$ cat config.mk
export PLATFORM = sky130hd
export DESIGN_NAME = mem_access_unit
export DESIGN_NICKNAME = d
export VERILOG_FILES = /design/src/rtl/rv32_mem_pkg.sv /design/src/rtl/lsu_align.sv /design/src/rtl/mem_access_unit.sv
export SDC_FILE = /design/constraint.sdc
export NUM_CORES = 1
export LEC_CHECK = 0
export BUFFER_PORTS_ARGS = -buffer_cell sky130_fd_sc_hd__clkbuf_2
export CORE_UTILIZATION = 40
export DETAILED_ROUTE_END_ITERATION = 8
export PLACE_DENSITY = 0.75
export SYNTH_ARGS = -nofsm -noshare
export SYNTH_HDL_FRONTEND = slang
export SYNTH_SLANG_ARGS = --single-unit
export TNS_END_PERCENT = 1
$ cat constraint.sdc
create_clock -name clk -period 11.7 [get_ports clk]
set_clock_uncertainty 0.15 [all_clocks]
set_input_delay 3.51 -clock clk [delete_from_list [all_inputs] [get_ports clk]]
set_output_delay 3.51 -clock clk [all_outputs]
set_load 0.01 [all_outputs]
$ cat src/rtl/rv32_mem_pkg.sv
// Shared constants for the RV32I MEM stage: funct3 access codes and FSM encoding.
package rv32_mem_pkg;

    localparam logic [2:0] F3_B  = 3'd0;
    localparam logic [2:0] F3_H  = 3'd1;
    localparam logic [2:0] F3_W  = 3'd2;
    localparam logic [2:0] F3_BU = 3'd4;
    localparam logic [2:0] F3_HU = 3'd5;

    typedef enum logic {
        IDLE     = 1'b0,
        WAIT_ACK = 1'b1
    } state_t;

endpackage

$ cat src/rtl/lsu_align.sv
// Combinational lane steering: byte enables, store replication, load extraction
// and extension, plus detection of misaligned or illegal funct3 encodings.
module lsu_align
    import rv32_mem_pkg::*;
(
    input  logic [2:0]  funct3,
    input  logic [1:0]  offset,
    input  logic        is_store,
    input  logic [31:0] store_data,
    input  logic [31:0] rdata,
    output logic [3:0]  be,
    output logic [31:0] wdata,
    output logic [31:0] load_data,
    output logic        err
);

    logic [31:0] shifted;
    logic        illegal;
    logic        misaligned;

    always_comb begin
        be         = 4'b0000;
        wdata      = store_data;
        misaligned = 1'b0;
        shifted    = rdata >> {offset, 3'b000};
        load_data  = 32'h0;

        // Size comes from funct3[1:0]; the sign bit funct3[2] only matters for loads.
        case (funct3[1:0])
            2'd0: begin
                be    = 4'b0001 << offset;
                wdata = {4{store_data[7:0]}};
            end
            2'd1: begin
                be         = 4'b0011 << offset;
                wdata      = {2{store_data[15:0]}};
                misaligned = offset[0];
            end
            2'd2: begin
                be         = 4'b1111;
                misaligned = |offset;
            end
            default: ;
        endcase

        illegal = (funct3[1:0] == 2'd3) || (funct3[2] && (is_store || funct3[1]));
        err     = illegal || misaligned;

        case (funct3)
            F3_B:    load_data = {{24{shifted[7]}}, shifted[7:0]};
            F3_BU:   load_data = {24'h0, shifted[7:0]};
            F3_H:    load_data = {{16{shifted[15]}}, shifted[15:0]};
            F3_HU:   load_data = {16'h0, shifted[15:0]};
            F3_W:    load_data = rdata;
            default: load_data = 32'h0;
        endcase
    end

endmodule

$ cat src/rtl/mem_access_unit.sv
// RV32I MEM stage: drives the req/ack data-memory port, stalls upstream while a
// transaction is outstanding and acts as the MEM/WB pipeline register.
module mem_access_unit
    import rv32_mem_pkg::*;
#(
    parameter int TIMEOUT = 16
) (
    input  logic        clk,
    input  logic        rst,
    input  logic [31:0] addr_in,
    input  logic [31:0] store_data_in,
    input  logic [4:0]  rd_in,
    input  logic        reg_we_in,
    input  logic [2:0]  wb_sel_in,
    input  logic        mem_request_type_in,
    input  logic        mem_request_write_in,
    input  logic [2:0]  funct3_in,
    input  logic        dmem_ack,
    input  logic [31:0] dmem_rdata,
    output logic        dmem_req,
    output logic        dmem_we,
    output logic [31:0] dmem_addr,
    output logic [31:0] dmem_wdata,
    output logic [3:0]  dmem_be,
    output logic        stall_out,
    output logic [31:0] alu_result_out,
    output logic [31:0] mem_data_out,
    output logic [4:0]  rd_out,
    output logic        reg_we_out,
    output logic [2:0]  wb_sel_out,
    output logic        fault_out
);

    localparam int CW = (TIMEOUT > 1) ? $clog2(TIMEOUT) : 1;
    localparam logic [CW-1:0] CNT_LAST = CW'((TIMEOUT > 0) ? TIMEOUT - 1 : 0);

    state_t      state_reg, state_next;
    logic [31:0] addr_reg;
    logic [2:0]  funct3_reg;
    logic        we_reg;
    logic [31:0] wdata_reg;
    logic [3:0]  be_reg;
    logic [4:0]  rd_reg;
    logic [2:0]  wb_sel_reg;
    logic        reg_we_reg;
    logic [CW-1:0] cnt_reg;

    logic        waiting, start, bad, timeout_hit;
    logic [2:0]  al_funct3;
    logic [1:0]  al_offset;
    logic        al_store;
    logic [3:0]  al_be;
    logic [31:0] al_wdata, al_load;
    logic        al_err;

    // While waiting, the aligner works on the latched access so extraction uses the right lane.
    assign al_funct3 = waiting ? funct3_reg     : funct3_in;
    assign al_offset = waiting ? addr_reg[1:0]  : addr_in[1:0];
    assign al_store  = waiting ? we_reg         : mem_request_write_in;

    lsu_align u_align (
        .funct3     (al_funct3),
        .offset     (al_offset),
        .is_store   (al_store),
        .store_data (store_data_in),
        .rdata      (dmem_rdata),
        .be         (al_be),
        .wdata      (al_wdata),
        .load_data  (al_load),
        .err        (al_err)
    );

    always_ff @(posedge clk or posedge rst) begin
        if (rst) state_reg <= IDLE;
        else     state_reg <= state_next;
    end

    always_comb begin
        waiting     = (state_reg == WAIT_ACK);
        timeout_hit = waiting && !dmem_ack && (TIMEOUT > 0) && (cnt_reg == CNT_LAST);
        start       = !waiting && mem_request_type_in && !al_err;
        bad         = !waiting && mem_request_type_in && al_err;
        state_next  = state_reg;
        case (state_reg)
            IDLE:     if (start) state_next = WAIT_ACK;
            WAIT_ACK: if (dmem_ack || timeout_hit) state_next = IDLE;
            default:  state_next = IDLE;
        endcase
        stall_out  = !rst && (waiting ? !(dmem_ack || timeout_hit) : start);
        dmem_req   = waiting;
        dmem_we    = waiting && we_reg;
        dmem_addr  = waiting ? {addr_reg[31:2], 2'b00} : 32'h0;
        dmem_wdata = waiting ? wdata_reg : 32'h0;
        dmem_be    = waiting ? be_reg : 4'b0000;
    end

    always_ff @(posedge clk or posedge rst) begin
        if (rst) begin
            addr_reg   <= 32'h0;
            funct3_reg <= 3'h0;
            we_reg     <= 1'b0;
            wdata_reg  <= 32'h0;
            be_reg     <= 4'h0;
            rd_reg     <= 5'h0;
            wb_sel_reg <= 3'h0;
            reg_we_reg <= 1'b0;
            cnt_reg    <= '0;
        end else begin
            if (start) begin
                addr_reg   <= addr_in;
                funct3_reg <= funct3_in;
                we_reg     <= mem_request_write_in;
                wdata_reg  <= al_wdata;
                be_reg     <= al_be;
                rd_reg     <= rd_in;
                wb_sel_reg <= wb_sel_in;
                reg_we_reg <= reg_we_in;
            end
            if (waiting && !dmem_ack && !timeout_hit) cnt_reg <= cnt_reg + 1'b1;
            else                                      cnt_reg <= '0;
        end
    end

    always_ff @(posedge clk or posedge rst) begin
        if (rst) begin
            alu_result_out <= 32'h0;
            mem_data_out   <= 32'h0;
            rd_out         <= 5'h0;
            reg_we_out     <= 1'b0;
            wb_sel_out     <= 3'h0;
            fault_out      <= 1'b0;
        end else if (!waiting) begin
            // Memory ops and faults leave a bubble; only plain ALU ops write back from here.
            alu_result_out <= addr_in;
            mem_data_out   <= 32'h0;
            rd_out         <= rd_in;
            reg_we_out     <= reg_we_in && !mem_request_type_in;
            wb_sel_out     <= wb_sel_in;
            fault_out      <= bad;
        end else if (dmem_ack || timeout_hit) begin
            alu_result_out <= addr_reg;
            mem_data_out   <= (dmem_ack && !we_reg) ? al_load : 32'h0;
            rd_out         <= rd_reg;
            reg_we_out     <= dmem_ack && reg_we_reg;
            wb_sel_out     <= wb_sel_reg;
            fault_out      <= !dmem_ack;
        end else begin
            reg_we_out <= 1'b0;
            fault_out  <= 1'b0;
        end
    end

endmodule

==> impl_metrics.ini, run 1 <==
[critical_path]
arrival_ns = 6.06
worstSetupStartpointType = primary input
cp_max_fo = 37
endpoint_kind = primary output
critPathRequiredTime_ns = 8.04
critical_path_class = primary input to primary output

[place]
gp_congestion = 0.8633
port-buffer-count = 255
dpl_cell_area_sq_um = 9313
dp_hpwl_mm = 15.09
placed_cells = 1229

[die]
die_w_microns = 142.5
fp.dieArea_sq_um = 20300
rows = 51
start_util_pct = 40.69
boundaryPins = 258
core_area_sq_um = 19400
die_y_microns = 142.5

[clock_network]
clk_latency_ns = 0.43
tritoncts = done
path_clk_slew_ns = 0.06
numCtsBuffers = 17
ctsHtreeMaxLevel = 4
clkSinkCount = 160
ctsResizeCount = 0
hold_buffers = 0
clockBufferDepth = 2
root_buffer = clkbuf_16
post_cts_buffers = 0

[sta]
final_max_slew_viol_count = 0
slew_headroom_pct = 27.62
fin_setup_tns_ns = 0
fmax_mhz = 102.9
holdWs_ns = 0.3169
layout_worst_path_cycle_share_pct = 83.04
finalHoldViolations = 0
period_minus_slack_ns = 9.715
rsz0062_at_grt = no
setup_viol_count_final = 0
worst_slew_pin_slew_ns = 1.086

[routing]
vias = 6590
viasPerCell = 5.230
drt_first_pass_iters = 5
drt-total-wl_mm = 21.88
avgRoutedWirePerCell_microns = 17.36
drtIter0Drc = 524
drc = 0
drtAntennaViolNets = 0

[global_route]
grt_first_pass_wirelength_mm = 34.25
grt_pass1_vias = 6411
overflow = 0
grt_usage_pct = 21.98
grt_start_max_net_pins = 110
antenna_found_initial = 1

[final_layout]
drive_gt1_share_pct = 38.13
fin_nets = 1101
regArea_sq_um = 4008
mostFrequentLayoutCell = clkbuf_2
fin_area_sq_um = 9908
multiInputGateArea_sq_um = 3591
fillers = 1823
fin_cells = 1260
final_core_util_pct = 51.08
area_growth_pct = 25.52
layout_common_cells = 255 x clkbuf_2, 159 x dfrtp_1, 96 x nand2_1

[status]
status = complete, no violations

[synth]
synth_edf_count = 0
ys_seq_area_share_pct = 50.72
ys_types = 54
yosys_warnings = 0
synth_area_sq_um = 7894
synthFlopType = dfrtp_1
ys_seq_elements = 160
synth.avg_cell_area_sq_um = 10.40
async_reset_ff_share_pct = 100.0
syn_inst = 759

[power]
vdd_drop_max_v = 0.0001178
switching_share_pct = 37.68
p_seq_share_pct = 36.2
p_leak_uw = 0.004800
p_sw_uw = 949.2
p_per_area_nw_per_um2 = 254.2
p_clk_share_pct = 22.7
p_int_uw = 1570
p_comb_share_pct = 41.1

[min_path]
holdCritPathClass = register to register

[run]
maxCapViolCount = 0
[per-layer routing]
| metal | global-route usage [%] | share of wire [%] |
|---|---|---|
| met3 | 6.561 | 7.0 |
| met2 | 33.98 | 46 |
| met4 | 7.470 | 1.8 |
| met5 | 0 | 0 |
| met1 | 29.27 | 45 |
[Yosys cell counts, types with 6 or more instances]
master,instances,area (sq um)
buf_2,10,50.05
a32oi_1,17,148.9
and3_1,9,56.30
a211oi_1,7,52.55
nand2_1,96,360.4
mux2i_1,12,120.1
nor2_1,37,138.9
o21ai_2,10,87.58
and2_1,70,437.9
a22oi_1,8,60.06
a221o_1,7,70.07
dfrtp_1,160,4004
a32o_1,8,80.08
mux2_4,21,315.3
o21ai_0,68,340.3
clkbuf_1,37,138.9
inv_1,6,22.52
mux2_2,41,461.7
a21oi_1,52,260.3
o31ai_1,16,120.1
a221oi_1,8,70.07
[critical path, cell delays in order]
cell      delay, ns
clkbuf_2       0.11
mux2i_2        0.14
buf_4          0.32
clkinv_1       0.52
ha_1           0.42
a32oi_2        0.26
o211ai_4       0.36
a21oi_1        0.24
clkbuf_2       0.16
[path summary, 6_finish.rpt]
| path | slack, ns | start | to | cells past startpoint |
|---|---|---|---|---|
| setup / recovery | 1.98 | funct3_in[1] | stall_out | 9 |
| hold / removal | 0.32 | cnt_reg[0] | cnt_reg[0] | 1 |
| setup reg to reg | 7.32 | dmem_req | addr_reg[14] | 8 |
| hold reg to reg | 0.32 | cnt_reg[0] | cnt_reg[0] | 1 |
| max in group asynchronous | 6.80 | rst | addr_reg[31] | 3 |
| min in group asynchronous | 3.11 | rst | rd_out[4] | 2 |
[power groups by stage]
| stage | Combinational (uW) | Clock, uW | Sequential, uW |
|---|---|---|---|
| 2_1_floorplan | 698 | 0 | 910 |
| 3_3_place_gp | 1020 | 0 | 909 |
| 3_5_place_dp | 1040 | 0 | 919 |
| 4_1_cts | 1040 | 586 | 914 |
| 5_1_grt | 1130 | 608 | 941 |
| 6_report | 1030 | 571 | 913 |
[through the flow]
stage                     total power [uW]  worst slack, ns
after floorplan                       1608            2.547
after global placement                1924            2.097
after detailed placement              1957            2.016
after CTS                             2541            1.995
after global routing                  2684            1.848
final                                 2519            1.985
[cell type report]
| type | instances | area share [%] |
|---|---|---|
| clock buffers | 20 | 4.609 |
| inverters | 7 | 0.3157 |
| repair buffers | 265 | 13.64 |
| multi-input cells | 532 | 36.24 |
| well taps | 265 | 3.346 |
| clock inverters | 10 | 1.376 |
| flip-flops and latches | 160 | 40.45 |
| diodes | 1 | 0.02526 |
[kinds of logic after synthesis]
kind of cell	synth area share, %
AO/OA/AOI/OAI	18.58
XOR/XNOR	0.2219
adder cells (fa/ha/maj)	0.7925
buffers and inverters	4.137
flip-flops	50.72
multiplexers	11.36
other	0.04751
AND/OR/NAND/NOR	14.14
Power figures use the tool's default switching activity.
==> inputs of run 2 (changes only) <==
Settings changed: ABC_AREA from default to 1, PLACE_DENSITY 0.75 to 0.77.
Clock period 11.7 ns to 8.3 ns, I/O delays scaled along.
==> impl_metrics.ini, run 2 <==
[final_layout]
diodes = 0
fin_area_sq_um = 10500
area_growth_pct = 21.84
fillers = 2139
drive_gt1_share_pct = 28.16
mostFrequentLayoutCell = nand2_1
fin_nets = 1483
layout_common_cells = 416 x nand2_1, 255 x clkbuf_2, 171 x inv_1

[critical_path]
arrival_ns = 4.61
crit_path_top_delay_cell = clkinv_1
crit_buf_inv = 6
critical_path_class = primary input to primary output
path_common_cell = nand2_1
cp_max_fo = 31
crit_chain = clkbuf_2 > inv_1 > nand2_1 > nand2_1 > buf_4 > clkinv_1 > ha_1 > inv_1 > nand2_1 > nand3_2 > nand3_4 > a21oi_1 > clkbuf_2
critPathRequiredTime_ns = 5.66
endpoint_kind = primary output
worstSetupStartpointType = primary input
critPathTopFamily = buffers and inverters
slowest_delay_ns = 0.50

[global_route]
antenna_found_initial = 0
grt_pass1_vias = 7335
overflow = 0
grt_first_pass_wirelength_mm = 37.13
grt_start_max_net_pins = 108
grt_usage_pct = 21.33

[die]
rows = 53
die_w_microns = 148.8
fp.dieArea_sq_um = 22140
die_y_microns = 148.8
boundaryPins = 258
start_util_pct = 40.87
core_area_sq_um = 21090

[sta]
slew_headroom_pct = 29.06
period_minus_slack_ns = 7.249
layout_worst_path_cycle_share_pct = 87.33
fin_setup_tns_ns = 0
fmax_mhz = 138.0
final_max_slew_viol_count = 0
holdWs_ns = 0.3261
rsz0062_at_grt = no
setup_viol_count_final = 0
finalHoldViolations = 0
worst_slew_pin_slew_ns = 1.058

[clock_network]
hold_buffers = 0
clkSinkCount = 160
clockBufferDepth = 2
path_clk_slew_ns = 0.06
post_cts_buffers = 0
clk_latency_ns = 0.42
tritoncts = done
ctsHtreeMaxLevel = 4
numCtsBuffers = 17
ctsResizeCount = 0
root_buffer = clkbuf_16

[power]
vdd_drop_max_v = 0.0001349
p_per_area_nw_per_um2 = 349.7
p_leak_uw = 0.006278

[place]
port-buffer-count = 255
dp_hpwl_mm = 16.41
dpl_cell_area_sq_um = 9927
gp_congestion = 0.8596

[routing]
drc = 0
avgRoutedWirePerCell_microns = 14.19
drtIter0Drc = 510
drt-total-wl_mm = 23.46
viasPerCell = 4.786
vias = 7912
drt_first_pass_iters = 5
drtAntennaViolNets = 0

[synth]
synth_common_cells = 416 x nand2_1, 172 x inv_1, 160 x dfrtp_1, 69 x nand3_1, 64 x o21ai_0
synth_compound_area_share_pct = 13.88
synth_top_family_by_area = simple AND/OR/NAND/NOR gates
synthMuxAreaShare_pct = 0
synth_area_sq_um = 8618
synth_xor_area_share_pct = 0.2033
yosys.area.top_type = dfrtp_1
synth_area_leaders = dfrtp_1 46%, nand2_1 18%, inv_1 7.5%, o21ai_2 5.1%, nand3_1 4.0%
synthFlopType = dfrtp_1
synth_simple_gate_area_share_pct = 26.55
yosysTopAreaCellShare_pct = 46.46
ys_types = 38
synth_adder_area_share_pct = 0.7259
async_reset_ff_share_pct = 100.0
synth.avg_cell_area_sq_um = 7.514
yosysMostFrequentCell = nand2_1
ys_seq_elements = 160
synth_edf_count = 0
yosys_warnings = 0
syn_inst = 1147
ys_seq_area_share_pct = 46.46

[min_path]
holdCritPathClass = register to register

[status]
status = complete, no violations

[run]
maxCapViolCount = 0
## run 2: area by class of cell
class / instances / area, sq um / area share, %
flip-flops and latches: 160 / 4008 / 38.17
multi-input cells: 746 / 3572 / 34.02
repair buffers: 261 / 1321 / 12.58
inverters: 179 / 681.9 / 6.494
clock buffers: 17 / 425.4 / 4.051
well taps: 275 / 344.1 / 3.277
clock inverters: 15 / 147.6 / 1.406
## run 2: path summary, 6_finish.rpt
kind | startpoint | endpoint | slack, ns | cells past startpoint
min | cnt_reg[0] | cnt_reg[0] | 0.33 | 1
max in group asynchronous | rst | dmem_req | 4.46 | 3
min reg2reg | cnt_reg[0] | cnt_reg[0] | 0.33 | 1
max | funct3_in[1] | stall_out | 1.05 | 13
min in group asynchronous | rst | wb_sel_out[2] | 2.17 | 2
max reg2reg | dmem_req | funct3_reg[2] | 3.05 | 13
## run 2: layer usage
layer  global-route usage (%)  up-vias  routed length (microns)
met5                        0        -                        0
met4                    8.061        0                      570
met3                    4.557       34                     1533
met2                    32.83      268                    10460
met1                    29.39     3645                    10900
li1                         -     3965                        -
## run 2: cell families (layout without fill, tap and decap cells)
group / count (synthesis) / after routing
fa+ha+maj: 5 / 5
flops: 160 / 160
simple gates: 543 / 543
other cells: 1 / 2
compound gates: 194 / 194
buf+inv: 242 / 472
xor+xnor: 2 / 2
## run 2: power by group
group | switching [uW] | leakage, uW | total [uW] | internal, uW
registers | 226 | 0.00204 | 1310 | 1080
logic | 1020 | 0.00396 | 1580 | 558
clock network | 357 | 0.000274 | 780 | 422
total | 1610 | 0.00628 | 3670 | 2060
## run 2: metrics by stage
step	utilization (%)	cells	setup WS [ns]	total power, uW
floorplan	-	1148	1.340	2461
global placement	47.07	1621	1.086	2861
detailed placement	47.07	1621	1.052	2913
CTS	49.79	1653	1.061	3707
global route	49.79	1653	0.8384	3965
finish	49.79	1653	1.051	3671
==> inputs of run 3 (changes only) <==
Settings changed: CORE_ASPECT_RATIO from default to 1.4, PLACE_DENSITY 0.77 to 0.75.
Clock period 8.3 ns to 8.7 ns, I/O delays scaled along.
==> impl_metrics.ini, run 3 (synthesis results as in run 2) <==
[clock_network]
numCtsBuffers = 17
clockBufferDepth = 2
path_clk_slew_ns = 0.06
hold_buffers = 0
post_cts_buffers = 0
clk_latency_ns = 0.43
tritoncts = done
ctsResizeCount = 0
clkSinkCount = 160
ctsHtreeMaxLevel = 4
root_buffer = clkbuf_16

[final_layout]
area_growth_pct = 22.42
fin_nets = 1484
mostFrequentLayoutCell = nand2_1
layout_common_cells = 416 x nand2_1, 255 x clkbuf_2, 171 x inv_1
drive_gt1_share_pct = 28.06

[critical_path]
r2r_slack_ns = 4.40
crit_path_top_delay_cell = clkinv_1
critical_path_class = primary input to primary output
r2r-end = addr_reg[25]
critPathRequiredTime_ns = 5.94
crit_start = funct3_in[1]
endpoint_kind = primary output
arrival_ns = 4.96
r2r-start = dmem_req
crit_chain = clkbuf_2 > inv_1 > nand2_1 > nand2_1 > buf_4 > clkinv_1 > ha_1 > inv_1 > nand2_1 > nand3_2 > nand3_4 > a21oi_1 > clkbuf_2
slowest_delay_ns = 0.51
worstSetupStartpointType = primary input
cp_max_fo = 31
ff2ff_path_depth = 13
path_common_cell = nand2_1

[sta]
rsz0062_at_grt = no
setup_viol_count_final = 0
fin_setup_tns_ns = 0
holdWs_ns = 0.3096
final_max_slew_viol_count = 0
slew_headroom_pct = 25.00
fmax_mhz = 129.6
period_minus_slack_ns = 7.717
worst_slew_pin_slew_ns = 1.118
finalWorstSetupSlack_ns = 0.9825
finalHoldViolations = 0
layout_worst_path_cycle_share_pct = 88.71

[die]
rows = 63
core_area_sq_um = 21130
start_util_pct = 40.80
die_w_microns = 126.1
boundaryPins = 258
die_y_microns = 175.7
fp.dieArea_sq_um = 22140

[routing]
avgRoutedWirePerCell_microns = 14.12
drt-total-wl_mm = 23.16
drtAntennaViolNets = 0
drt_first_pass_iters = 6
viasPerCell = 4.800
drc = 0
drtIter0Drc = 435
vias = 7872

[power]
p_sw_uw = 1493
finalPower_uw = 3562
p_per_area_nw_per_um2 = 337.6
switching_share_pct = 41.93
p_leak_uw = 0.006312
p_comb_share_pct = 42.8
p_clk_share_pct = 22.6
vdd_drop_max_v = 0.0001399
p_int_uw = 2068
p_seq_share_pct = 34.5

[min_path]
hold_start = cnt_reg[0]
worstHoldPathCells = 1
min_to = cnt_reg[0]
holdCritPathClass = register to register

[global_route]
grt_usage_pct = 21.61
grt_start_max_net_pins = 90
grt_first_pass_wirelength_mm = 37.86
antenna_found_initial = 1
overflow = 0
grt_pass1_vias = 7445

[place]
port-buffer-count = 255
dp_hpwl_mm = 16.52
gp_congestion = 0.9082
pre_cts_slack_ns = 1.006

[run]
maxCapViolCount = 0

[status]
status = complete, no violations
[run 3: worst max path at each step]
stage	endpoint	slack, ns	cells after the start
2_1_floorplan	addr_reg[0]	1.62	1
3_5_place_dp	stall_out	1.01	13
5_1_grt	stall_out	0.67	13
3_3_place_gp	stall_out	1.03	13
6_report	stall_out	0.98	13
4_1_cts	stall_out	1.01	13
[run 3: power groups by stage]
stage	clock network [uW]	logic [uW]	registers, uW
finish	806	1530	1230
global route	853	1730	1270
CTS	823	1540	1230
detailed placement	0	1530	1240
global placement	0	1500	1230
floorplan	0	1120	1230
[run 3: critical path: cells and delay by family]
kind,cells,cell delay (ns)
AND/OR/NAND/NOR,5,0.54
buffers and inverters,6,1.17
AO/OA/AOI/OAI,1,0.22
adder cells (fa/ha/maj),1,0.41
[run 3: metal layers]
layer | global-route usage [%] | vias to the layer above | share of wire (%)
met4 | 10.34 | 0 | 3.1
met3 | 3.533 | 47 | 4.1
met2 | 37.02 | 251 | 50
li1 | - | 3971 | -
met1 | 26.40 | 3603 | 43
met5 | 0 | - | 0
[run 3: metrics by stage]
step	instances	instance area (sq um)	util (%)
after floorplan	1148	8622	-
after global routing	1640	10550	49.94
after global placement	1607	9916	46.94
after detailed placement	1607	9916	46.94
after CTS	1639	10550	49.93
final	1640	10550	49.94
[run 3: area by class of cell]
cell class | instances | area [sq um]
fillers | 2108 | 10580
multi-input cells | 746 | 3572
flip-flops and latches | 160 | 4008
clock buffers | 22 | 474.2
inverters | 179 | 681.9
diodes | 1 | 2.502
well taps | 260 | 325.3
clock inverters | 10 | 157.7
repair buffers | 262 | 1329
